===== config.mk =====
export PLATFORM = sky130hd
export DESIGN_NAME = uart_frame_rx_flat
export DESIGN_NICKNAME = d
export VERILOG_FILES = /design/src/rtl/uart_frame_rx_if.sv /design/src/rtl/uart_frame_rx.sv /design/src/flat_wrapper.sv
export SDC_FILE = /design/constraint.sdc
export NUM_CORES = 1
export LEC_CHECK = 0
export CORE_ASPECT_RATIO = 2
export CORE_UTILIZATION = 52
export DETAILED_ROUTE_END_ITERATION = 8
export GPL_TIMING_DRIVEN = 0
export HOLD_SLACK_MARGIN = 0.06
export MAX_ROUTING_LAYER = met4
export PLACE_DENSITY = 0.75
export RECOVER_POWER = 25
export SKIP_LAST_GASP = 1
export SLEW_MARGIN = 5
export SYNTH_ARGS = -nofsm -noshare
export SYNTH_HDL_FRONTEND = slang
export SYNTH_SLANG_ARGS = --single-unit

===== constraint.sdc =====
create_clock -name uart_sampling_clk -period 2.07 [get_ports uart_sampling_clk]
set_input_delay 0.3105 -clock uart_sampling_clk [delete_from_list [all_inputs] [get_ports uart_sampling_clk]]
set_output_delay 0.3105 -clock uart_sampling_clk [all_outputs]
set_load 0.005 [all_outputs]

===== src/rtl/uart_frame_rx_if.sv =====
// Bus bundle between a UART byte source / packet consumer and uart_frame_rx.
// The master drives bytes and pkt_ready; the slave (the receiver) drives the packet and status.
interface uart_frame_rx_if #(
  parameter int N_PIX = 4
);
  logic                 data_rdy;
  logic [7:0]           uart_byte;
  logic                 pkt_ready;
  logic                 pkt_valid;
  logic                 train;
  logic [8*N_PIX-1:0]   image;
  logic [7:0]           label;
  logic                 resend;
  logic                 err_csum;
  logic                 err_frame;
  logic                 err_timeout;
  logic                 busy;

  modport master (
    output data_rdy, uart_byte, pkt_ready,
    input  pkt_valid, train, image, label, resend, err_csum, err_frame, err_timeout, busy
  );

  modport slave (
    input  data_rdy, uart_byte, pkt_ready,
    output pkt_valid, train, image, label, resend, err_csum, err_frame, err_timeout, busy
  );
endinterface


===== src/rtl/uart_frame_rx.sv =====
// Frame receiver: START 0xFF, mode, N_PIX image bytes, label, checksum, STOP 0xBB.
// Checksum failures trigger resend requests up to MAX_RESEND times before the frame is dropped.
module uart_frame_rx #(
  parameter int N_PIX      = 4,
  parameter int MAX_RESEND = 1,
  parameter int TIMEOUT    = 1024
) (
  input  logic            uart_sampling_clk,
  input  logic            rst,
  uart_frame_rx_if.slave  bus
);

  localparam int IMG_W = 8 * N_PIX;
  localparam int CNT_W = (N_PIX < 2) ? 1 : $clog2(N_PIX);
  localparam int RTY_W = (MAX_RESEND < 1) ? 1 : $clog2(MAX_RESEND + 1);
  localparam int TMO_W = $clog2(TIMEOUT);
  localparam logic [CNT_W-1:0] CNT_LAST = CNT_W'(N_PIX - 1);
  localparam logic [RTY_W-1:0] RTY_MAX  = RTY_W'(MAX_RESEND);
  localparam logic [TMO_W-1:0] TMO_LAST = TMO_W'(TIMEOUT - 1);

  typedef enum logic [2:0] {IDLE, MODE, DATA, LABEL, CSUM, STOP, HOLD} state_t;

  state_t             state, state_d;
  logic [CNT_W-1:0]   cnt, cnt_d;
  logic [7:0]         sum, sum_d;
  logic               csum_ok, csum_ok_d;
  logic [RTY_W-1:0]   retry, retry_d;
  logic [TMO_W-1:0]   idle_cnt, idle_cnt_d;
  logic [IMG_W-1:0]   image_q, image_d;
  logic [7:0]         label_q, label_d;
  logic               train_q, train_d;
  logic               pkt_valid_q, pkt_valid_d;
  logic               resend_q, resend_d;
  logic               err_csum_q, err_csum_d;
  logic               err_frame_q, err_frame_d;
  logic               err_timeout_q, err_timeout_d;
  logic               busy_q, busy_d;
  logic               timed;

  function automatic logic [7:0] csum_add(input logic [7:0] acc, input logic [7:0] b);
    return acc + b;
  endfunction

  always_ff @(posedge uart_sampling_clk) begin
    if (rst) begin
      state         <= IDLE;
      cnt           <= '0;
      sum           <= '0;
      csum_ok       <= 1'b0;
      retry         <= '0;
      idle_cnt      <= '0;
      image_q       <= '0;
      label_q       <= '0;
      train_q       <= 1'b0;
      pkt_valid_q   <= 1'b0;
      resend_q      <= 1'b0;
      err_csum_q    <= 1'b0;
      err_frame_q   <= 1'b0;
      err_timeout_q <= 1'b0;
      busy_q        <= 1'b0;
    end else begin
      state         <= state_d;
      cnt           <= cnt_d;
      sum           <= sum_d;
      csum_ok       <= csum_ok_d;
      retry         <= retry_d;
      idle_cnt      <= idle_cnt_d;
      image_q       <= image_d;
      label_q       <= label_d;
      train_q       <= train_d;
      pkt_valid_q   <= pkt_valid_d;
      resend_q      <= resend_d;
      err_csum_q    <= err_csum_d;
      err_frame_q   <= err_frame_d;
      err_timeout_q <= err_timeout_d;
      busy_q        <= busy_d;
    end
  end

  always_comb begin
    state_d       = state;
    cnt_d         = cnt;
    sum_d         = sum;
    csum_ok_d     = csum_ok;
    retry_d       = retry;
    image_d       = image_q;
    label_d       = label_q;
    train_d       = train_q;
    pkt_valid_d   = pkt_valid_q;
    resend_d      = 1'b0;
    err_csum_d    = 1'b0;
    err_frame_d   = 1'b0;
    err_timeout_d = 1'b0;
    timed         = (state inside {MODE, DATA, LABEL, CSUM, STOP});

    if (bus.data_rdy || !timed) idle_cnt_d = '0;
    else                        idle_cnt_d = idle_cnt + 1'b1;

    if (timed && !bus.data_rdy && idle_cnt == TMO_LAST) begin
      err_timeout_d = 1'b1;
      state_d       = IDLE;
      idle_cnt_d    = '0;
    end else begin
      case (state)
        IDLE: if (bus.data_rdy && bus.uart_byte == 8'hFF) begin
          state_d = MODE;
          cnt_d   = '0;
          sum_d   = '0;
        end
        MODE: if (bus.data_rdy) begin
          if (bus.uart_byte == 8'hF0) begin
            train_d = 1'b1;
            state_d = DATA;
          end else if (bus.uart_byte == 8'h0F) begin
            train_d = 1'b0;
            state_d = DATA;
          end else begin
            err_frame_d = 1'b1;
            state_d     = IDLE;
          end
        end
        DATA: if (bus.data_rdy) begin
          image_d = (image_q << 8) | IMG_W'(bus.uart_byte);
          sum_d   = csum_add(sum, bus.uart_byte);
          if (cnt == CNT_LAST) begin
            cnt_d   = '0;
            state_d = LABEL;
          end else begin
            cnt_d = cnt + 1'b1;
          end
        end
        LABEL: if (bus.data_rdy) begin
          label_d = bus.uart_byte;
          sum_d   = csum_add(sum, bus.uart_byte);
          state_d = CSUM;
        end
        CSUM: if (bus.data_rdy) begin
          csum_ok_d = (bus.uart_byte == sum);
          state_d   = STOP;
        end
        STOP: if (bus.data_rdy) begin
          state_d = IDLE;
          if (bus.uart_byte != 8'hBB) begin
            err_frame_d = 1'b1;
          end else if (csum_ok) begin
            pkt_valid_d = 1'b1;
            retry_d     = '0;
            state_d     = HOLD;
          end else if (retry < RTY_MAX) begin
            resend_d = 1'b1;
            retry_d  = retry + 1'b1;
          end else begin
            err_csum_d = 1'b1;
            retry_d    = '0;
          end
        end
        HOLD: if (pkt_valid_q && bus.pkt_ready) begin
          pkt_valid_d = 1'b0;
          state_d     = IDLE;
        end
        default: state_d = IDLE;
      endcase
    end

    busy_d = (state_d != IDLE);
  end

  assign bus.pkt_valid   = pkt_valid_q;
  assign bus.train       = train_q;
  assign bus.image       = image_q;
  assign bus.label       = label_q;
  assign bus.resend      = resend_q;
  assign bus.err_csum    = err_csum_q;
  assign bus.err_frame   = err_frame_q;
  assign bus.err_timeout = err_timeout_q;
  assign bus.busy        = busy_q;

endmodule


===== src/flat_wrapper.sv =====
// flat-port wrapper written by rule: the top's interface ports become plain ports
module uart_frame_rx_flat 
#(
  parameter int N_PIX      = 4,
  parameter int MAX_RESEND = 1,
  parameter int TIMEOUT    = 1024
)
  (uart_sampling_clk, rst, bus_data_rdy, bus_uart_byte, bus_pkt_ready, bus_pkt_valid, bus_train, bus_image, bus_label, bus_resend, bus_err_csum, bus_err_frame, bus_err_timeout, bus_busy);
  uart_frame_rx_if #(.N_PIX(N_PIX)) bus_i ();
  input  logic uart_sampling_clk;
  input  logic rst;
  input wire logic [$bits(bus_i.data_rdy)-1:0] bus_data_rdy;
  input wire logic [$bits(bus_i.uart_byte)-1:0] bus_uart_byte;
  input wire logic [$bits(bus_i.pkt_ready)-1:0] bus_pkt_ready;
  output wire logic [$bits(bus_i.pkt_valid)-1:0] bus_pkt_valid;
  output wire logic [$bits(bus_i.train)-1:0] bus_train;
  output wire logic [$bits(bus_i.image)-1:0] bus_image;
  output wire logic [$bits(bus_i.label)-1:0] bus_label;
  output wire logic [$bits(bus_i.resend)-1:0] bus_resend;
  output wire logic [$bits(bus_i.err_csum)-1:0] bus_err_csum;
  output wire logic [$bits(bus_i.err_frame)-1:0] bus_err_frame;
  output wire logic [$bits(bus_i.err_timeout)-1:0] bus_err_timeout;
  output wire logic [$bits(bus_i.busy)-1:0] bus_busy;
  assign bus_i.data_rdy = bus_data_rdy;
  assign bus_i.uart_byte = bus_uart_byte;
  assign bus_i.pkt_ready = bus_pkt_ready;
  assign bus_pkt_valid = bus_i.pkt_valid;
  assign bus_train = bus_i.train;
  assign bus_image = bus_i.image;
  assign bus_label = bus_i.label;
  assign bus_resend = bus_i.resend;
  assign bus_err_csum = bus_i.err_csum;
  assign bus_err_frame = bus_i.err_frame;
  assign bus_err_timeout = bus_i.err_timeout;
  assign bus_busy = bus_i.busy;
  uart_frame_rx #(.N_PIX(N_PIX), .MAX_RESEND(MAX_RESEND), .TIMEOUT(TIMEOUT)) u_core (.uart_sampling_clk(uart_sampling_clk), .rst(rst), .bus(bus_i));
endmodule

Word level (Yosys, flattened, before mapping)
Cells that the tools add are included.
- output and inout port bits: 47
- logic and storage cells: 110
- register bits: 72
- magnitude comparators: 1
- add/subtract/negate cells: 4
- muxes and demuxes: 39
- reduce and logical (&&, ||, !) cells: 26
- eq/ne operators: 20
- bitwise operators: 5
- operators by type and width (operator ; count):
    2-to-1 mux 3 bit ; 12
    OR 32 x 8 -> 32 bit ; 1
    one-hot mux 3 bit (7 select lines) ; 1
    equality test 8 bit (second input constant) ; 2
    2-to-1 mux 1 bit ; 16
    2-to-1 mux 8 bit ; 2
    one-hot mux 8 bit (2 select lines) ; 1
    AND reduction 4 bit ; 4
    adder 10 x 1 -> 10 bit (second input constant) ; 1
    equality test 10 bit (second input constant) ; 1
    equality test 3 bit (second input constant) ; 3
    AND reduction 3 bit ; 3
    adder 8 bit ; 1
    equality test 8 x 4 -> 1 bit (second input constant) ; 1
    equality test 8 bit ; 1
    2-to-1 mux 2 bit ; 4
    != test 2 x 1 -> 1 bit (second input constant) ; 4
    != test 8 bit (second input constant) ; 1
    nonzero test 2 bit ; 4
    equality test 3 x 2 -> 1 bit (second input constant) ; 2
    != test 2 bit (second input constant) ; 3
    AND reduction 6 bit ; 1
    OR reduction 6 bit ; 1
    nonzero test 5 bit ; 1
    other kinds (15) ; 24

Longest topological paths before layout
Gate-level depths: netlist of the first run.
- depth after elaboration: 7
- depth in mapped cells: 9
- depth with buffers taken out: 9

Worst setup path before layout of the first run
Ideal clock, no wire load.
- kind: input -> register
- start point: in bus_uart_byte[3]
- end point: reg u_core.sum[7]
- stages: 7
- data required time: 2008 ps
- library setup time: 62 ps
- path buffers: 0
- arrival time: 1733 ps
- path slack: 274 ps
- cells stage by stage: ha_1 a21o_1 a21oi_1 o21ai_2 mux2i_1 or4_1 nand3_1
- word-level cells in the longest chain between the ends: 4
- ends and longest elaborated chain (element ; line ; source):
    start, declared ; flat_wrapper.sv:13 ; input wire logic [$bits(bus_i.uart_byte)-1:0] bus_uart_byte;
    parallel branches: the longest is 4 deep, another holds adder 8 bit ; - ;
    end signal, assigned ; uart_frame_rx.sv:64 ; sum <= sum_d;
    end, declared ; uart_frame_rx.sv:25 ; logic [7:0] sum, sum_d;
Several ways; the timed one is not identified. The select of a mux whose other input is x is not followed.
A chain may end at the register's enable or synchronous reset.

Final worst setup path of the first run
- start point: in bus_uart_byte[4]
- end point: reg u_core.sum[7]
The elaborated chain is that of the path after synthesis.

==> results of run 1 <==
layer usage:
layer / up-vias / share of wire / track usage
met5: - / 0 / -
met1: 1369 / 0.34 / 0.227
met2: 97 / 0.56 / 0.481
li1: 1479 / - / -
met4: 0 / 0.051 / 0.200
met3: 36 / 0.048 / 0.0640
layout make-up:
class                      count  area share
multi-input combinational    297       0.385
buffer                        21      0.0315
tap                           63      0.0189
sequential                    72       0.346
inverter                       9     0.00810
clock buffer                  13      0.0600
clock inverter                 3      0.0156
timing repair buffer          57       0.136
where the power goes:
part	leakage, nW	internal, W	switching [W]
clock network	0.154	0.00109	0.000539
registers	0.580	0.00139	0.0000000675
logic	0.840	0.0000382	0.0000656
total	1.57	0.00251	0.000605
cells by family (layout without fill, tap and decap cells):
group                    count (synthesis)  after routing  share of synthesized area
AO/OA/AOI/OAI                           83             83                      0.145
XOR/XNOR                                12             12                     0.0328
adder cells (fa/ha/maj)                 10             10                     0.0414
buffers and inverters                   30            103                     0.0515
flip-flops                              72             72                      0.450
multiplexers                             3              3                    0.00976
AND/OR/NAND/NOR                        189            189                      0.270
path summary, 6_finish.rpt:
| kind | from | endpoint | slack [ns] | cells past startpoint |
|---|---|---|---|---|
| worst min register to register | u_core.bus.image[29] | u_core.bus.image[29] | 0.45 | 2 |
| worst min-delay path | bus_uart_byte[7] | u_core.bus.label[7] | 0.29 | 3 |
| worst max-delay path | bus_uart_byte[4] | u_core.sum[7] | 0.11 | 7 |
| worst max register to register | u_core.sum[0] | u_core.sum[6] | 0.14 | 9 |
worst max-delay path: cells and delay by family:
family | cells | cell delay (ns)
AND/OR/NAND/NOR | 2 | 0.58
adder cells (fa/ha/maj) | 1 | 0.40
buffers and inverters | 1 | 0.52
multiplexers | 1 | 0.14
AO/OA/AOI/OAI | 2 | 0.28
per-stage QoR:
step           hold slack [ns]   util
2_1_floorplan            0.417      -
3_3_place_gp             0.439  0.647
3_5_place_dp             0.444  0.647
4_1_cts                  0.288  0.701
5_1_grt                  0.298  0.700
6_report                 0.292  0.700
placed cells by master, fill, tap and decap left out, drive strengths merged, types with 2 or more instances in the layout:
| cell type | synthesis | layout |
|---|---|---|
| a21o | 2 | 2 |
| a21oi | 59 | 59 |
| a31oi | 6 | 6 |
| and2b | 2 | 2 |
| and3 | 5 | 5 |
| buf | 13 | 13 |
| bufinv | 0 | 2 |
| clkbuf | 8 | 21 |
| clkdlybuf4s50 | 0 | 29 |
| dfxtp | 72 | 72 |
| dlygate4sd2 | 0 | 4 |
| dlygate4sd3 | 0 | 24 |
| ha | 9 | 9 |
| inv | 9 | 9 |
| mux2i | 2 | 2 |
| nand2 | 102 | 102 |
| nand2b | 7 | 7 |
| nand3 | 17 | 17 |
| nand4 | 3 | 3 |
| nor2 | 34 | 34 |
| nor2b | 3 | 3 |
| nor3 | 6 | 6 |
| o21a | 2 | 2 |
| o21ai | 8 | 8 |
| or2 | 3 | 3 |
| or3 | 2 | 2 |
| xnor2 | 7 | 7 |
| xor2 | 5 | 5 |
registers in the layout, summed over array words and instances (netlist names), 2 cells and up:
| name | flops |
|---|---|
| u_core.sum | 8 |
| u_core.state | 3 |
| u_core.bus.image | 32 |
| u_core.idle_cnt | 10 |
| u_core.bus.label | 8 |
| u_core.cnt | 2 |
what timing repair did:
item	in CTS	in global routing
setup buffers	0	0
resized for setup	5	1
setup endpoints to repair	2	1
hold buffers	0	0
pin swaps	0	1
==> reports/qor.tcl, run 1 <==
set qor(synth_top_cell_by_area) {dfxtp_1}
set qor(design_power_total_w) 0.00312
set qor(dominantRegCellSynth) {dfxtp_1}
set qor(cap_viol_max_count) 0
set qor(critical_path_peak_fanout) 5
set qor(post_synthesis_average_cell_area_um2) 8.03
set qor(setup_slack_ns) 0.109
set qor(globalRoute.totalOverflow) 0
set qor(synth-seq-cells) 72
set qor(worstSkewPairLatency_ns) 0.33
set qor(final_cell_area_um2) 4170
set qor(synth.area.top_cells) {dfxtp_1 (45%), nand2_1 (12%), a21oi_1 (9.1%), nor2_1 (3.7%), ha_1 (3.5%)}
set qor(hp-class) {primary input to register}
set qor(start_kind) {primary input}
set qor(route.detailed.drc) 7
set qor(yosys.cell_types.count) 48
set qor(multi_input_area_um2) 1600
set qor(critPathCaptureType) {register}
set qor(critical_path_required_ns) 2.34
set qor(failed_checks) {design-rule violations}
set qor(clockBufferDepth) 2
set qor(max_clock_freq_mhz) 510
set qor(numCtsBuffers) 9
set qor(synth-async-reset-ratio) 0
set qor(sequential_cell_area_um2) 1440
set qor(drive_above_1_share) 0.0805
set qor(synth-edff-count) 0
set qor(grt_pass1_vias) 2858
set qor(dpl.cell_count) 519
set qor(report.final.setup_viol) 0
set qor(cts.htree.levels) 3
set qor(setup_tns_ns) 0
set qor(syn_area_um2) 3200
set qor(antenna_violations_before_repair) 0
set qor(initial_core_util) 0.538
set qor(power_density_nw_per_um2) 747
set qor(postRouteAntennaNets) 0
set qor(clock-root-buffer) {clkbuf_16}
set qor(largest_net_degree_at_the_start_of_global_routing) 12
set qor(grt_use_total) 0.268
set qor(layout.nets) 489
set qor(synth_fp_nets) 421
set qor(yosysWarnings) 0
set qor(drt-wirelength-per-cell_um) 14.6
set qor(fp.dieW_um) 57.5
set qor(status) {finished with violations}
set qor(vias) 2981
set qor(peakVddDrop_mv) 0.624
set qor(timing.final.hold_violations) 0
set qor(cts_tree) {done}
set qor(fin_cells) 535
set qor(detailedRoute.firstPassIterationCount) 6
set qor(path_class) {primary input to register}
set qor(top_level_ports) 59
set qor(finalWirelength_um) 7800
set qor(first_pass_grt_wire_length_um) 12700
set qor(dp.final_hpwl_um) 5820
set qor(fin_worst_skew_ns) 0.00671
set qor(numClockSinks) 72
set qor(rows) 40
set qor(yosys.area.top_type_share) 0.450
set qor(place_area_um2) 3850
set qor(drt-vias-per-instance) 5.57
set qor(leakagePower_nw) 1.57
set qor(cp_slowest_cell) {clkdlybuf4s50_1}
set qor(post-place-ws_ns) -0.453
set qor(drt-initial-drc-count) 109
set qor(synthesis.instances) 399
set qor(routabilityCongestion) 0.900
set qor(clk_pin_slew_ns) 0.05
set qor(synthMostInstantiatedCell) {nand2_1}
set qor(path_cells) {clkdlybuf4s50_1, ha_1, a21oi_1, o21ai_2, mux2i_1, or4_1, nand3_1}
set qor(cp.arrival_ns) 2.24
set qor(report.final.slew_viol_count) 0
set qor(die_y_um) 113
set qor(antenna_cells) 0
set qor(input_output_buffers) 57
set qor(max_slew_margin) 0.639
set qor(area_growth_pct) 30.1
set qor(coreArea_um2) 5960
set qor(post-route-period-util) 0.947
set qor(post-route-min-period_ns) 1.96
set qor(die_area_um2) 6500
set qor(critPathMaxStageDelay_ns) 0.52
set qor(portion_of_the_post_synthesis_area_used_by_sequential_elements) 0.450
set qor(filler_cell_count) 505
set qor(synth_top_cells_by_count) {nand2_1 (100), dfxtp_1 (72), a21oi_1 (58)}
set qor(timing_worst_slew_pin_value_ns) 0.542
Power figures use the tool's default switching activity.
==> run 2: changes to the inputs <==
SETUP_SLACK_MARGIN = 0.15   (was not set)
==> reports/qor.tcl, run 2 (synthesized netlist as in run 1, its figures left out) <==
set qor(post-route-min-period_ns) 1.86 ;# was 1.96 ns
set qor(area_growth_pct) 32.6 ;# was 30.1%
set qor(critical_path_required_ns) 2.32 ;# was 2.34 ns
set qor(rows) 40 ;# unchanged
set qor(postRouteAntennaNets) 0 ;# unchanged
set qor(globalRoute.totalOverflow) 0 ;# unchanged
set qor(worstSkewPairLatency_ns) 0.33 ;# about the same
set qor(drt-vias-per-instance) 5.62 ;# was 5.57
set qor(clockBufferDepth) 2 ;# unchanged
set qor(multi_input_area_um2) 1670 ;# was 1600 um2
set qor(report.final.setup_viol) 0 ;# unchanged
set qor(die_area_um2) 6500 ;# unchanged
set qor(cap_viol_max_count) 0 ;# unchanged
set qor(final_cell_area_um2) 4250 ;# was 4170 um2
set qor(leakagePower_nw) 1.60 ;# was 1.57 nW
set qor(coreArea_um2) 5960 ;# unchanged
set qor(top_level_ports) 59 ;# unchanged
set qor(power_density_nw_per_um2) 735 ;# was 747 nW/um2
set qor(vias) 3007 ;# was 2981
set qor(timing.final.hold_violations) 0 ;# unchanged
set qor(clk_pin_slew_ns) 0.05 ;# about the same
set qor(clock-root-buffer) {clkbuf_16} ;# unchanged
set qor(critical_path_peak_fanout) 7 ;# was 5
set qor(drive_above_1_share) 0.0996 ;# was 0.0805
set qor(fin_cells) 535 ;# unchanged
set qor(drt-initial-drc-count) 93 ;# was 109
set qor(rsz0062_at_grt) {no}
set qor(layout.nets) 489 ;# unchanged
set qor(cp.arrival_ns) 2.11 ;# was 2.24 ns
set qor(grt_use_total) 0.270 ;# was 0.268
set qor(grt_pass1_vias) 2886 ;# was 2858
set qor(detailedRoute.firstPassIterationCount) 6 ;# unchanged
set qor(post_cts.repair.setup_buffers) 0 ;# unchanged
set qor(sequential_cell_area_um2) 1440 ;# about the same
set qor(setup_tns_ns) 0 ;# unchanged
set qor(first_pass_grt_wire_length_um) 12800 ;# was 12700 um
set qor(numCtsBuffers) 9 ;# unchanged
set qor(critPathCaptureType) {register} ;# unchanged
set qor(largest_register_ff_count) 32 ;# unchanged
set qor(dpl.cell_count) 519 ;# unchanged
set qor(start_kind) {primary input} ;# unchanged
set qor(cts_tree) {done} ;# unchanged
set qor(routabilityCongestion) 0.900 ;# unchanged
set qor(input_output_buffers) 57 ;# unchanged
set qor(cp_slowest_cell) {dlygate4sd2_1} ;# was clkdlybuf4s50_1
set qor(initial_core_util) 0.538 ;# unchanged
set qor(numClockSinks) 72 ;# unchanged
set qor(finalWirelength_um) 7990 ;# was 7800 um
set qor(max_slew_margin) 0.638 ;# was 0.639
set qor(fin_worst_skew_ns) 0.00731 ;# was 0.00671 ns
set qor(antenna_violations_before_repair) 0 ;# unchanged
set qor(largest_net_degree_at_the_start_of_global_routing) 12 ;# unchanged
set qor(path_class) {primary input to register} ;# unchanged
set qor(setup.reg_to_reg.worst_slack_ns) 0.23 ;# was 0.14 ns
set qor(drt-wirelength-per-cell_um) 14.9 ;# was 14.6 um
set qor(failed_checks) {design-rule violations} ;# unchanged
set qor(report.final.slew_viol_count) 0 ;# unchanged
set qor(fp.dieW_um) 57.5 ;# unchanged
set qor(most_common_library_cell_in_the_layout_ignoring_fill_and_taps) {nand2_1} ;# unchanged
set qor(cts.htree.levels) 3 ;# unchanged
set qor(timing_worst_slew_pin_value_ns) 0.543 ;# was 0.542 ns
set qor(filler_cell_count) 490 ;# was 505
set qor(critPathMaxStageDelay_ns) 0.44 ;# was 0.52 ns
set qor(peakVddDrop_mv) 0.624 ;# about the same
set qor(antenna_cells) 0 ;# unchanged
set qor(dp.final_hpwl_um) 5820 ;# unchanged
set qor(hp-class) {primary input to register} ;# unchanged
set qor(route.detailed.drc) 6 ;# was 7
set qor(path_common_cell) {o21a_1}
set qor(status) {finished with violations} ;# unchanged
set qor(place_area_um2) 3850 ;# unchanged
set qor(max_clock_freq_mhz) 536 ;# was 510 MHz
set qor(die_y_um) 113 ;# unchanged
set qor(path_cells) {dlygate4sd2_1, ha_4, nor2b_2, o21ai_1, a21boi_1, o21a_1, o21a_1, o31ai_1} ;# was clkdlybuf4s50_1, ha_1, a21oi_1, o21ai_2, mux2i_1, or4_1, nand3_1
set qor(post-route-period-util) 0.901 ;# was 0.947
set qor(layout.cells.most_common_list) {nand2_1 (100), dfxtp_1 (71), a21oi_1 (58)} ;# was nand2_1 (100), dfxtp_1 (72), a21oi_1 (59)
## run 2: what timing repair did
item / CTS / global route
gates resized for setup: 7 / 10
hold buffers: 0 / 0
pin swaps: 0 / 3
endpoints found under the setup margin: 3 / 4
## run 2: power breakdown
group	total, W	switching, W	internal, W
logic	0.000111	0.0000691	0.0000421
clock network	0.00163	0.000540	0.00109
registers	0.00139	0.0000000756	0.00139
total	0.00312	0.000609	0.00251
## run 2: per-stage QoR
stage / power (W) / util / hold slack (ns) / setup slack [ns]
6_report: 0.00312 / 0.713 / 0.296 / 0.205
2_1_floorplan: 0.00147 / - / 0.417 / 0.274
4_1_cts: 0.00314 / 0.705 / 0.288 / 0.152
3_5_place_dp: 0.00152 / 0.647 / 0.444 / -0.453
3_3_place_gp: 0.00152 / 0.647 / 0.439 / -0.429
5_1_grt: 0.00321 / 0.713 / 0.301 / 0.0835
## run 2: worst paths after layout
kind	from	endpoint	depth (start not counted)
setup reg to reg	u_core.sum[3]	u_core.sum[7]	7
hold / removal	bus_uart_byte[7]	u_core.bus.label[7]	3
hold reg to reg	u_core.bus.image[26]	u_core.bus.image[26]	2
setup / recovery	bus_uart_byte[2]	u_core.sum[6]	8
## run 2: layout make-up
cell class | count | area share
Buffer | 21 | 0.0309
Clock buffer | 13 | 0.0589
Clock inverter | 3 | 0.0153
Inverter | 9 | 0.00795
Multi-Input combinational cell | 297 | 0.394
Sequential cell | 72 | 0.340
Tap cell | 63 | 0.0186
Timing Repair Buffer | 57 | 0.135
## run 2: routing by layer
metal | GRT usage | share of wire
met3 | 0.0640 | 0.047
met5 | - | 0
met1 | 0.229 | 0.34
met2 | 0.486 | 0.56
met4 | 0.202 | 0.051
## run 2: worst max-delay path: cells and delay by family
kind,cells,cell delay [ns]
compound gates,5,0.93
simple gates,1,0.15
fa+ha+maj,1,0.29
buf+inv,1,0.44
